$ cat config.mk
export PLATFORM = sky130hd
export DESIGN_NAME = locked_reg_write_sequencer_flat
export DESIGN_NICKNAME = d
export VERILOG_FILES = /design/src/rtl/locked_reg_write_sequencer_if.sv /design/src/rtl/locked_reg_write_sequencer.sv /design/src/flat_wrapper.sv
export SDC_FILE = /design/constraint.sdc
export NUM_CORES = 1
export LEC_CHECK = 0
export CAP_MARGIN = 40
export CORE_MARGIN = 1
export CORE_UTILIZATION = 44
export CTS_CLUSTER_SIZE = 25
export DETAILED_ROUTE_END_ITERATION = 12
export GPL_ROUTABILITY_DRIVEN = 0
export PLACE_DENSITY = 0.72
export REMOVE_ABC_BUFFERS = 1
export SLEW_MARGIN = 10
export SYNTH_ARGS = -nofsm -noshare
export SYNTH_HDL_FRONTEND = slang
export SYNTH_SLANG_ARGS = --single-unit
export TNS_END_PERCENT = 20
$ cat constraint.sdc
create_clock -name Clk -period 3.4 [get_ports Clk]
set_input_delay 0.51 -clock Clk [delete_from_list [all_inputs] [get_ports Clk]]
set_output_delay 0.51 -clock Clk [all_outputs]
set_load 0.01 [all_outputs]
$ cat src/rtl/locked_reg_write_sequencer_if.sv
// Request/response bus between a requester (master) and the locked-register sequencer (slave).
interface locked_reg_write_sequencer_if #(
    parameter int unsigned DATA_W = 16
) ();
    logic              req_valid;
    logic              req_ready;
    logic [1:0]        req_op;
    logic [DATA_W-1:0] req_data;
    logic              resp_valid;
    logic              resp_ready;
    logic              resp_err;

    modport master (
        output req_valid, req_op, req_data, resp_ready,
        input  req_ready, resp_valid, resp_err
    );

    modport slave (
        input  req_valid, req_op, req_data, resp_ready,
        output req_ready, resp_valid, resp_err
    );
endinterface

$ cat src/rtl/locked_reg_write_sequencer.sv
// Command stage in front of the 16-bit locked register: applies lock/debug policy, checks the
// lock key, pulses the register's write/lock inputs and answers each request ok/error.
module locked_reg_write_sequencer #(
    parameter int unsigned       DATA_W        = 16,
    parameter logic [DATA_W-1:0] LOCK_KEY      = 16'hA5C3,
    parameter int unsigned       MAX_KEY_FAILS = 3
) (
    input  logic                               Clk,
    input  logic                               resetn,
    locked_reg_write_sequencer_if.slave        io_bus,
    input  logic                               i_trusted,
    input  logic                               i_debug_mode,
    output logic [DATA_W-1:0]                  o_reg_data_in,
    output logic                               o_reg_write,
    output logic                               o_reg_lock,
    output logic                               o_locked,
    output logic                               o_alarm
);

    typedef enum logic [1:0] {StIdle, StCheck, StResp, StAlarm} state_e;
    typedef enum logic [1:0] {OpWrite, OpLock, OpDbgWrite, OpRsvd} op_e;

    localparam logic [2:0] MaxFails = 3'(MAX_KEY_FAILS);

    state_e            r_state,       w_state_d;
    op_e               r_op,          w_op_d;
    logic [DATA_W-1:0] r_data,        w_data_d;
    logic              r_req_ready,   w_req_ready_d;
    logic              r_resp_valid,  w_resp_valid_d;
    logic              r_resp_err,    w_resp_err_d;
    logic [DATA_W-1:0] r_reg_data_in, w_reg_data_in_d;
    logic              r_reg_write,   w_reg_write_d;
    logic              r_reg_lock,    w_reg_lock_d;
    logic              r_locked,      w_locked_d;
    logic              r_alarm,       w_alarm_d;
    logic [2:0]        r_fail_cnt,    w_fail_cnt_d;
    logic [2:0]        w_fail_inc;

    assign w_fail_inc = (r_fail_cnt >= MaxFails) ? MaxFails : r_fail_cnt + 3'd1;

    always_ff @(posedge Clk or negedge resetn) begin
        if (!resetn) begin
            r_state       <= StIdle;
            r_op          <= OpWrite;
            r_data        <= '0;
            r_req_ready   <= 1'b1;
            r_resp_valid  <= 1'b0;
            r_resp_err    <= 1'b0;
            r_reg_data_in <= '0;
            r_reg_write   <= 1'b0;
            r_reg_lock    <= 1'b0;
            r_locked      <= 1'b0;
            r_alarm       <= 1'b0;
            r_fail_cnt    <= 3'd0;
        end else begin
            r_state       <= w_state_d;
            r_op          <= w_op_d;
            r_data        <= w_data_d;
            r_req_ready   <= w_req_ready_d;
            r_resp_valid  <= w_resp_valid_d;
            r_resp_err    <= w_resp_err_d;
            r_reg_data_in <= w_reg_data_in_d;
            r_reg_write   <= w_reg_write_d;
            r_reg_lock    <= w_reg_lock_d;
            r_locked      <= w_locked_d;
            r_alarm       <= w_alarm_d;
            r_fail_cnt    <= w_fail_cnt_d;
        end
    end

    always_comb begin
        w_state_d       = r_state;
        w_op_d          = r_op;
        w_data_d        = r_data;
        w_req_ready_d   = r_req_ready;
        w_resp_valid_d  = r_resp_valid;
        w_resp_err_d    = r_resp_err;
        w_reg_data_in_d = r_reg_data_in;
        w_reg_write_d   = 1'b0;
        w_reg_lock_d    = 1'b0;
        w_locked_d      = r_locked;
        w_alarm_d       = r_alarm;
        w_fail_cnt_d    = r_fail_cnt;

        unique case (r_state)
            StIdle: begin
                if (io_bus.req_valid) begin
                    w_op_d        = op_e'(io_bus.req_op);
                    w_data_d      = io_bus.req_data;
                    w_req_ready_d = 1'b0;
                    w_state_d     = StCheck;
                end
            end
            StCheck: begin
                // Reject by default; each accepted case clears the error.
                w_resp_valid_d = 1'b1;
                w_resp_err_d   = 1'b1;
                w_state_d      = StResp;
                unique case (r_op)
                    OpWrite: begin
                        if (!r_locked) begin
                            w_resp_err_d    = 1'b0;
                            w_reg_write_d   = 1'b1;
                            w_reg_data_in_d = r_data;
                        end
                    end
                    OpLock: begin
                        if (r_locked) begin
                            w_resp_err_d = 1'b0;
                        end else if (r_data == LOCK_KEY) begin
                            w_resp_err_d = 1'b0;
                            w_reg_lock_d = 1'b1;
                            w_locked_d   = 1'b1;
                            w_fail_cnt_d = 3'd0;
                        end else begin
                            w_fail_cnt_d = w_fail_inc;
                            if (w_fail_inc == MaxFails) begin
                                w_state_d = StAlarm;
                                w_alarm_d = 1'b1;
                            end
                        end
                    end
                    OpDbgWrite: begin
                        // Debug access still honours the lock.
                        if (i_debug_mode && i_trusted && !r_locked) begin
                            w_resp_err_d    = 1'b0;
                            w_reg_write_d   = 1'b1;
                            w_reg_data_in_d = r_data;
                        end
                    end
                    OpRsvd: ;
                    default: ;
                endcase
            end
            StResp: begin
                if (io_bus.resp_ready) begin
                    w_resp_valid_d = 1'b0;
                    w_resp_err_d   = 1'b0;
                    w_req_ready_d  = 1'b1;
                    w_state_d      = StIdle;
                end
            end
            StAlarm: begin
                // Terminal until reset; only the final error response drains.
                if (r_resp_valid && io_bus.resp_ready) begin
                    w_resp_valid_d = 1'b0;
                    w_resp_err_d   = 1'b0;
                end
            end
            default: w_state_d = StIdle;
        endcase
    end

    assign io_bus.req_ready  = r_req_ready;
    assign io_bus.resp_valid = r_resp_valid;
    assign io_bus.resp_err   = r_resp_err;
    assign o_reg_data_in     = r_reg_data_in;
    assign o_reg_write       = r_reg_write;
    assign o_reg_lock        = r_reg_lock;
    assign o_locked          = r_locked;
    assign o_alarm           = r_alarm;

endmodule

$ cat src/flat_wrapper.sv
// flat-port wrapper written by rule: the top's interface ports become plain ports
module locked_reg_write_sequencer_flat 
#(
    parameter int unsigned       DATA_W        = 16,
    parameter logic [DATA_W-1:0] LOCK_KEY      = 16'hA5C3,
    parameter int unsigned       MAX_KEY_FAILS = 3
)
  (Clk, resetn, i_trusted, i_debug_mode, o_reg_data_in, o_reg_write, o_reg_lock, o_locked, o_alarm, io_bus_req_valid, io_bus_req_op, io_bus_req_data, io_bus_resp_ready, io_bus_req_ready, io_bus_resp_valid, io_bus_resp_err);
  locked_reg_write_sequencer_if #(.DATA_W(DATA_W)) io_bus_i ();
  input  logic Clk;
  input  logic resetn;
  input  logic i_trusted;
  input  logic i_debug_mode;
  output logic [DATA_W-1:0] o_reg_data_in;
  output logic o_reg_write;
  output logic o_reg_lock;
  output logic o_locked;
  output logic o_alarm;
  input wire logic [$bits(io_bus_i.req_valid)-1:0] io_bus_req_valid;
  input wire logic [$bits(io_bus_i.req_op)-1:0] io_bus_req_op;
  input wire logic [$bits(io_bus_i.req_data)-1:0] io_bus_req_data;
  input wire logic [$bits(io_bus_i.resp_ready)-1:0] io_bus_resp_ready;
  output wire logic [$bits(io_bus_i.req_ready)-1:0] io_bus_req_ready;
  output wire logic [$bits(io_bus_i.resp_valid)-1:0] io_bus_resp_valid;
  output wire logic [$bits(io_bus_i.resp_err)-1:0] io_bus_resp_err;
  assign io_bus_i.req_valid = io_bus_req_valid;
  assign io_bus_i.req_op = io_bus_req_op;
  assign io_bus_i.req_data = io_bus_req_data;
  assign io_bus_i.resp_ready = io_bus_resp_ready;
  assign io_bus_req_ready = io_bus_i.req_ready;
  assign io_bus_resp_valid = io_bus_i.resp_valid;
  assign io_bus_resp_err = io_bus_i.resp_err;
  locked_reg_write_sequencer #(.DATA_W(DATA_W), .LOCK_KEY(LOCK_KEY), .MAX_KEY_FAILS(MAX_KEY_FAILS)) u_core (.Clk(Clk), .resetn(resetn), .io_bus(io_bus_i), .i_trusted(i_trusted), .i_debug_mode(i_debug_mode), .o_reg_data_in(o_reg_data_in), .o_reg_write(o_reg_write), .o_reg_lock(o_reg_lock), .o_locked(o_locked), .o_alarm(o_alarm));
endmodule
==> flow_summary.yaml <==
route:
  ant_nets: 0
  via_per_inst: 5.20
  drc: 0
  drt_iter0_drc: 17
  top_layer_used: "met4"
  wl_met2_mm: 2.13
  wl_per_cell_um: 16.0
  dr.pass1.iters: 4
  wirelength_met1_mm: 1.61
  vias: 1279
  wirelength_mm: 3.94
  dr_wl_met3_um: 151
placed_design:
  dp_hpwl_mm: 2.94
  port_buffers: 46
  placed_cell_area_sq_um: 2500
synthesis:
  syn_avg_cell_area_sq_um: 14.0
  synth_top_area_share_pct: 56.8
  synthesis.area_sq_um: 1980
  yosys.area.top_type: "dfrtp_1"
  yosys.cell_types.count: 29
  synth.most_common_cell: "dfrtp_1"
  syn_inst: 142
  yosysWarnings: 0
  yosysSeqAreaShare_pct: 58.1
  synth_area_leaders: "dfrtp_1, mux2_2, mux2_4"
  synth_common_cells: "dfrtp_1, mux2_2, mux2_4, nand2b_1"
  synth_flop_cell: "dfrtp_1"
  ys_async_sr_fraction_pct: 100
  synth-seq-cells: 46
  synth_edf_count: 0
sta:
  clock.fmax_mhz: 456
  slew_violations: 0
  worst_pin_slew_ns: 0.794
  period_needed_ns: 2.19
  setup_viol: 0
  setup_tns_ns: 0
  hold_viol_final: 0
  skew_ns: 0.00761
  relSlewSlack_pct: 46.9
  fin_crit_sh_pct: 64.5
  rsz0062_at_grt: "false"
clock_network:
  clock_latency_ns: 0.29
  clkSlewWorstSetupHoldPaths_ns: 0.08
  cts.sinks: 46
  cts_tree: "done"
  cts-root-buf: "clkbuf_8"
  cts_setup_buffers: 0
  cts_hold_buf: 0
  post_cts_resized: 0
  clockBufferDepth: 2
  cts_buffers: 5
  cts_htree_levels: 2
worst_setup_path:
  worst-path-max-fanout: 20
  ff2ff_path_depth: 6
  critPathLaunchType: "flip-flop"
  cpPeakStageDelay_ns: 0.61
  endpoint_kind: "flip-flop"
  arrival_ns: 2.37
  r2r_start: "u_core.r_state[0]"
  required_ns: 3.58
  crit_chain: "inv_1 -> ha_1 -> nand2_1 -> a21boi_0 -> o21a_1 -> a21oi_1"
  reg2reg_to: "u_core.r_state[0]"
  reg2reg_slack_ns: 1.21
  slowest_stage: "a21boi_0"
  crit_type: "reg2reg"
power_and_ir_drop:
  p_leak_uw: 0.00116
  ir_drop_mv: 0.466
  powerDensity_nw_per_um2: 942
finish:
  areaGrowthSynthToFinish_pct: 31.8
  fin_nets: 223
  drive_gt1_share_pct: 24.2
  final_area_sq_um: 2610
  antennaDiodeCount: 0
floorplanning:
  fp.dieH_um: 69.1
  core_sq_um: 4350
  fp.dieW_um: 69.1
  num_rows: 24
  dieArea_sq_um: 4780
  boundaryPins: 47
  start_util_pct: 45.5
grt:
  grt.total_usage_pct: 18.0
  antenna_found_initial: 0
  grt_max_degree: 34
  grt_pass1_wl_mm: 6.77
  overflow: 0
  grt_pass1_vias: 1425
flow_run:
  cap_violations: 0
hold_path:
  hp-class: "in2async"
run_status:
  status: "completed"
==> state kept, by name, summed over array words and instances (netlist names) <==
register and count:
u_core.o_locked 1, u_core.io_bus.resp_err 1, u_core.r_state 2, u_core.io_bus.req_ready 1, u_core.r_data 16, u_core.o_reg_data_in 16, u_core.o_alarm 1, u_core.io_bus.resp_valid 1
u_core.r_op 2, u_core.r_fail_cnt 3, u_core.o_reg_lock 1, u_core.o_reg_write 1
==> how the worst max path moves through the flow <==
stage,to,cells past startpoint,slack (ns),from
6_report,u_core.r_state[0],6,1.21,u_core.r_state[0]
5_1_grt,u_core.r_state[0],6,1.02,u_core.r_state[0]
4_1_cts,u_core.r_state[0],6,1.16,u_core.r_state[0]
3_5_place_dp,u_core.r_state[0],5,0.88,io_bus_req_valid
3_3_place_gp,u_core.r_state[0],5,1.11,io_bus_req_valid
2_1_floorplan,u_core.r_state[0],6,1.66,u_core.r_state[0]
==> area by class of cell <==
type	count	area, sq um
Fill cell	342	1740
Sequential cell	46	1150
Timing Repair Buffer	47	475
Multi-Input combinational cell	87	786
Clock buffer	8	110
Tap cell	52	65.1
Inverter	6	22.5
==> critical path: cells and delay by family (launching register included) <==
kind                       cells  cell delay [ns]
and+or+nand+nor                1             0.47
adders and majority gates      1             0.19
DFF                            1             0.42
AOI/OAI and AO/OA              3             0.89
buffers and inverters          1             0.10
==> power by group <==
group          internal [uW]  switching [uW]  total (uW)  leakage [uW]
logic                    651             419        1070      0.000553
registers                817             194        1010      0.000550
clock network            205             173         378     0.0000575
total                   1670             786        2460       0.00116
==> logic make-up after synthesis <==
family,after synthesis,synth area share [%]
buf+inv,9,2.21
flops,46,58.1
fa+ha+maj,6,3.79
compound gates,18,6.00
mux,34,21.0
simple gates,29,8.84
==> cell usage in the layout (no fill, tap or decap), drive strengths merged, types with 3 or more instances in the layout <==
cell type and instances:
nand2 6, o21ai 6, nand2b 7, clkdlybuf4s50 45
mux2 34, a21oi 4, nand3 3, ha 6
nor2 4, dfrtp 45, inv 6, clkbuf 8
==> routing by layer <==
layer  global-route usage [%]  up-vias
met3                     4.68        8
met5                        0        -
met1                     20.8      635
met2                     32.6       30
li1                         -      606
met4                     5.44        0
==> per-stage QoR <==
| step | hold slack (ns) | util (%) | setup slack (ns) | power (uW) | cells |
|---|---|---|---|---|---|
| 2_1_floorplan | 0.214 | - | 1.66 | 1640 | 139 |
| 3_3_place_gp | 0.449 | 57.0 | 1.11 | 2010 | 237 |
| 3_5_place_dp | 0.434 | 57.4 | 0.883 | 2100 | 238 |
| 4_1_cts | 0.111 | 60.0 | 1.16 | 2490 | 246 |
| 5_1_grt | 0.125 | 60.0 | 1.02 | 2630 | 246 |
| 6_report | 0.108 | 60.0 | 1.21 | 2460 | 246 |
Note: power is estimated with default switching activity, not from simulation.
